$ cat config.mk
export PLATFORM = sky130hd
export DESIGN_NAME = branch_resolver
export DESIGN_NICKNAME = d
export VERILOG_FILES = /design/src/rtl/branch_resolver_pkg.sv /design/src/rtl/branch_resolver_cond_eval.sv /design/src/rtl/branch_resolver.sv
export SDC_FILE = /design/constraint.sdc
export NUM_CORES = 1
export LEC_CHECK = 0
export ABC_AREA = 1
export BUFFER_PORTS_ARGS = -buffer_cell sky130_fd_sc_hd__buf_4
export CORE_MARGIN = 1
export CORE_UTILIZATION = 50
export CTS_CLUSTER_DIAMETER = 30
export CTS_CLUSTER_SIZE = 8
export DETAILED_ROUTE_END_ITERATION = 12
export PLACE_DENSITY_LB_ADDON = 0.1
export SETUP_SLACK_MARGIN = 0.4
export SYNTH_ARGS = -nofsm -noshare
export SYNTH_HDL_FRONTEND = slang
export SYNTH_HIERARCHICAL = 1
export SYNTH_SLANG_ARGS = --single-unit
$ cat constraint.sdc
create_clock -name clk -period 1.9 [get_ports clk]
set_input_delay 0.38 -clock clk [delete_from_list [all_inputs] [get_ports clk]]
set_output_delay 0.38 -clock clk [all_outputs]
set_load 0.05 [all_outputs]
$ cat src/rtl/branch_resolver_pkg.sv
// branch_resolver_pkg: condition codes, flag bit indices and FSM encoding shared by the branch resolver
package branch_resolver_pkg;
  localparam logic [2:0] COND_ALWAYS = 3'b000;
  localparam logic [2:0] COND_EQ     = 3'b001;
  localparam logic [2:0] COND_NE     = 3'b010;
  localparam logic [2:0] COND_LT     = 3'b011;
  localparam logic [2:0] COND_GT     = 3'b100;
  localparam logic [2:0] COND_LE     = 3'b101;
  localparam logic [2:0] COND_GE     = 3'b110;
  localparam logic [2:0] COND_NEVER  = 3'b111;
  localparam int FLAG_EQ = 0;
  localparam int FLAG_LT = 1;
  localparam int FLAG_GT = 2;
  typedef enum logic [1:0] {
    ST_IDLE    = 2'd0,
    ST_WAIT    = 2'd1,
    ST_RESOLVE = 2'd2
  } state_t;
endpackage

$ cat src/rtl/branch_resolver_cond_eval.sv
// branch_resolver_cond_eval: combinational condition-code evaluation against a {gt,lt,eq} flag vector
module branch_resolver_cond_eval
  import branch_resolver_pkg::*;
(
  input  logic [2:0] cond_i,
  input  logic [2:0] flags_i,
  output logic       taken_o
);
  logic eq, lt, gt;
  assign eq = flags_i[FLAG_EQ];
  assign lt = flags_i[FLAG_LT];
  assign gt = flags_i[FLAG_GT];
  // Flags are taken literally, so illegal patterns still give a deterministic answer
  always_comb begin
    taken_o = 1'b0;
    case (cond_i)
      COND_ALWAYS: taken_o = 1'b1;
      COND_EQ:     taken_o = eq;
      COND_NE:     taken_o = ~eq;
      COND_LT:     taken_o = lt;
      COND_GT:     taken_o = gt;
      COND_LE:     taken_o = lt | eq;
      COND_GE:     taken_o = gt | eq;
      COND_NEVER:  taken_o = 1'b0;
    endcase
  end
endmodule

$ cat src/rtl/branch_resolver.sv
// branch_resolver: captures comparator flags and resolves conditional branches into a PC-load pulse
// Optional BRANCH_STATS_EN adds saturating taken/not-taken counters.
module branch_resolver
  import branch_resolver_pkg::*;
#(
  parameter int ADDR_W = 8
) (
  input  logic              clk,
  input  logic              rst_n,
  input  logic              cmp_issue,
  input  logic              flag_valid,
  input  logic              flag_eq,
  input  logic              flag_lt,
  input  logic              flag_gt,
  input  logic              br_valid,
  output logic              br_ready,
  input  logic [2:0]        br_cond,
  input  logic [ADDR_W-1:0] br_target,
  output logic              res_valid,
  output logic              br_taken,
  output logic              pc_load,
  output logic [ADDR_W-1:0] pc_target,
  output logic [2:0]        flags_q
`ifdef BRANCH_STATS_EN
  ,
  output logic [7:0]        taken_cnt,
  output logic [7:0]        not_taken_cnt
`endif
);
  state_t            state_q, state_d;
  logic              pending_q, pending_d;
  logic [2:0]        cond_q, cond_d, flags_d;
  logic [ADDR_W-1:0] target_q, target_d, pc_target_q;
  logic              res_valid_q, br_taken_q, pc_load_q;
  logic              accept, taken_d, resolve_d;
  // Next-state values; the condition is evaluated on the flags that RESOLVE will see,
  // which lets flags arriving in the accept cycle bypass straight into the result
  always_comb begin
    accept    = br_valid & (state_q == ST_IDLE);
    flags_d   = flag_valid ? {flag_gt, flag_lt, flag_eq} : flags_q;
    pending_d = cmp_issue | (pending_q & ~flag_valid);
    cond_d    = accept ? br_cond : cond_q;
    target_d  = accept ? br_target : target_q;
    state_d   = (state_q == ST_IDLE) ?
                  (accept ? ((!pending_q || (flag_valid && !cmp_issue)) ? ST_RESOLVE : ST_WAIT) : ST_IDLE) :
                (state_q == ST_WAIT) ? (flag_valid ? ST_RESOLVE : ST_WAIT) : ST_IDLE;
    resolve_d = (state_d == ST_RESOLVE);
  end
  branch_resolver_cond_eval cond_eval (
    .cond_i  (cond_d),
    .flags_i (flags_d),
    .taken_o (taken_d)
  );
  // FSM with registered outputs computed one cycle ahead of RESOLVE
  always_ff @(posedge clk or negedge rst_n) begin
    if (!rst_n) begin
      state_q     <= ST_IDLE;
      pending_q   <= 1'b0;
      flags_q     <= 3'b000;
      cond_q      <= COND_ALWAYS;
      target_q    <= '0;
      res_valid_q <= 1'b0;
      br_taken_q  <= 1'b0;
      pc_load_q   <= 1'b0;
      pc_target_q <= '0;
    end else begin
      state_q     <= state_d;
      pending_q   <= pending_d;
      flags_q     <= flags_d;
      cond_q      <= cond_d;
      target_q    <= target_d;
      res_valid_q <= resolve_d;
      pc_load_q   <= resolve_d & taken_d;
      if (resolve_d) br_taken_q <= taken_d;
      if (resolve_d && taken_d) pc_target_q <= target_d;
    end
  end
  assign br_ready  = (state_q == ST_IDLE);
  assign res_valid = res_valid_q;
  assign br_taken  = br_taken_q;
  assign pc_load   = pc_load_q;
  assign pc_target = pc_target_q;
`ifdef BRANCH_STATS_EN
  // Outcome counters saturate rather than wrap
  always_ff @(posedge clk or negedge rst_n) begin
    if (!rst_n) begin
      taken_cnt     <= 8'd0;
      not_taken_cnt <= 8'd0;
    end else if (res_valid_q) begin
      if (br_taken_q && taken_cnt != 8'hFF) taken_cnt <= taken_cnt + 8'd1;
      if (!br_taken_q && not_taken_cnt != 8'hFF) not_taken_cnt <= not_taken_cnt + 8'd1;
    end
  end
`endif
endmodule

==> reports/qor.json <==
{
  "status": "finished clean",
  "ctsHtreeMaxLevel": 1,
  "vertical_die_dimension_um": 51.6,
  "worst_skew_pair.late_latency_ns": 0.34,
  "overflow": 0,
  "drive_above_1_share": 0.546,
  "syn_nets": 159,
  "clock-sinks": 28,
  "setup_slack_ns": 0.0511,
  "grt_pass1_vias": 1174,
  "slew_headroom": 0.757,
  "final_max_slew_viol_count": 0,
  "met3RoutedLength_um": 180,
  "chipWidth_um": 51.6,
  "worst_setup_hold_path_clk_slew_ns": 0.15,
  "worst-slew-pin-transition_ns": 0.364,
  "vias_per_cell": 5.54,
  "finish.instance_area_mm2": 0.00188,
  "timing.critical_path.fanout_max": 6,
  "synth.lib_cells_used.distinct": 15,
  "grt.total_usage": 0.302,
  "min_path_cells": 3,
  "number_of_placement_rows": 17,
  "route.final.wire_length_um": 3830,
  "max-clock-path-buffers": 2,
  "port_buffers": 33,
  "postPlaceCellArea_mm2": 0.00152,
  "worstHoldEndpoint": "pending_q",
  "yosysWarnings": 6,
  "drtAntennaViolNets": 0,
  "p_leak_nw": 0.999,
  "number_of_detailed_routing_iterations_run_before_antenna_repair": 4,
  "finalHoldViolCount": 0,
  "cts-buffers-inserted": 3,
  "setup_violations": 0,
  "reg2reg_from": "state_q[0]",
  "number_of_nets_at_the_end_of_the_flow": 216,
  "dr_wl_met2_um": 1840,
  "largest_net_degree_at_the_start_of_global_routing": 29,
  "detailedRoute.firstIterationViolations": 42,
  "dp_hpwl_um": 1910,
  "average_cell_area_after_synthesis_um2": 8.78,
  "drcViolationCount": 0,
  "setup_repair_after_global_routing_missed_its_margin": "yes",
  "tritoncts": "built",
  "floorplan.initialDensity": 0.545,
  "die-area_mm2": 0.00266,
  "timing.setup.critical_path_class": "reg2reg",
  "clock_tree.root_cell": "clkbuf_4",
  "critical_path.startpoint_type": "register",
  "ir_drop_v": 0.00119,
  "netlist_instances": 140,
  "hold_path.startpoint": "cmp_issue",
  "area_growth_pct": 53.1,
  "fin_worst_skew_ns": 0.00404,
  "mappedNetlistArea_mm2": 0.00123,
  "core_area_mm2": 0.00225,
  "route.layer.met1.wl_um": 1560,
  "antenna_cells": 0,
  "reg2reg_depth": 12,
  "power.density_mw_per_mm2": 1420,
  "setup.worst_path.end_class": "register",
  "detailedPlace.worstSlack_ns": 0.0833,
  "io-pin-count": 34,
  "reg2reg_setup_slack_ns": 0.05,
  "gpl_congestion": 0.802,
  "utilization": 0.834,
  "global_route_wire_length_before_repair_um": 5600,
  "top_layer_used": "met4",
  "required_time_at_the_worst_slack_endpoint_ns": 2.15,
  "period_needed_ns": 1.85,
  "crit_arrival_ns": 2.10,
  "finalCritPeriodShare": 0.973,
  "num_vias": 1242,
  "wl_per_cell_um": 17.1,
  "max_freq_mhz": 541,
  "ys_seq_area_frac": 0.570,
  "max_cap_viol_count": 0,
  "worstHoldPathType": "in2reg",
  "antenna_found_initial": 0,
  "r2r-end": "pc_target[2]",
  "synth-seq-cells": 28
}
==> worst max-delay path, stage by stage (launching register included) <==
cell	delay [ns]
dfrtp_1	0.45
inv_2	0.12
nand2_4	0.07
nor2_4	0.17
nand2_2	0.09
nand2_4	0.11
nand3_2	0.08
nand2_2	0.10
nor2_4	0.06
nor2_4	0.20
nand3_4	0.15
nand2_2	0.11
nand2_1	0.06
==> through the flow <==
step,hold WS (ns),TNS (ns),total power [mW],cells
after floorplan,0.0844,0,1.57,140
after global placement,0.312,0,1.84,201
after detailed placement,0.317,0,1.86,201
after CTS,0.261,0,2.48,219
after global routing,0.285,-0.0196,2.77,224
final,0.269,0,2.66,224
==> worst max path at each step <==
stage / to / slack [ns] / cells past startpoint / from
detailed placement: pc_target[1] / 0.08 / 12 / state_q[0]
CTS: pc_target[2] / 0.20 / 12 / state_q[1]
floorplan: pc_target[0] / 0.24 / 14 / state_q[0]
finish: pc_target[2] / 0.05 / 12 / state_q[0]
global placement: pc_target[5] / 0.17 / 12 / state_q[1]
global route: pc_target[2] / -0.02 / 12 / state_q[0]
==> cells by family after synthesis <==
| logic type | Yosys count | share of synthesized area |
|---|---|---|
| simple gates | 95 | 0.350 |
| flops | 28 | 0.570 |
| buf+inv | 14 | 0.0550 |
| compound gates | 3 | 0.0244 |
==> registers in the layout (all words and copies together), names as in the netlist <==
| register | count |
|---|---|
| target_q | 8 |
| res_valid | 1 |
| cond_q | 3 |
| pending_q | 1 |
| flags_q | 3 |
| br_taken | 1 |
| pc_target | 8 |
| state_q | 2 |
| pc_load | 1 |
==> where the power goes <==
| group | internal [mW] | switching [mW] |
|---|---|---|
| combinational | 0.486 | 0.915 |
| sequential | 0.766 | 0.0959 |
| clock | 0.214 | 0.184 |
==> cells in the mapped netlist <==
cell | count | area [um2]
nor2_4 | 1 | 11.3
nand3_1 | 18 | 90.1
buf_4 | 4 | 30.0
inv_1 | 7 | 26.3
nand2_1 | 62 | 233
nand2_4 | 2 | 22.5
o21ai_0 | 1 | 5.00
nand2_2 | 1 | 6.26
nand3_4 | 1 | 17.5
inv_2 | 3 | 11.3
o21ai_4 | 1 | 16.3
nor2_1 | 8 | 30.0
o32ai_1 | 1 | 8.76
dfrtp_1 | 28 | 701
nand3_2 | 2 | 20.0
==> layout by cell type (no fill, tap or decap), drive strengths merged <==
cell type / count
buf: 53
bufinv: 1
clkbuf: 3
dfrtp: 28
dlygate4sd3: 1
inv: 10
nand2: 66
nand3: 22
nor2: 9
o21ai: 2
o32ai: 1
==> cell type report <==
cell class                      instances  area (um2)
Fill cell                             130         374
Tap cell                               28        35.0
Timing Repair Buffer                   54         423
Clock buffer                            3        22.5
Inverter                               10        37.5
Multi-Input combinational cell        100         632
Sequential cell                        28         701
Clock inverter                          1        30.0
==> timing repair <==
item	in CTS	in global routing
buffers inserted	12	4
hold buffers	1	0
resized for setup	28	18
pin swaps	21	19
endpoints found under the hold margin	28	0
cloned	1	1
setup endpoints to repair	11	12
==> layer usage <==
layer	vias up	global-route usage
li1	554	-
met1	602	0.388
met2	62	0.506
met3	24	0.0439
met4	0	0.135
met5	-	0
Note: power is estimated with default switching activity, not from simulation.
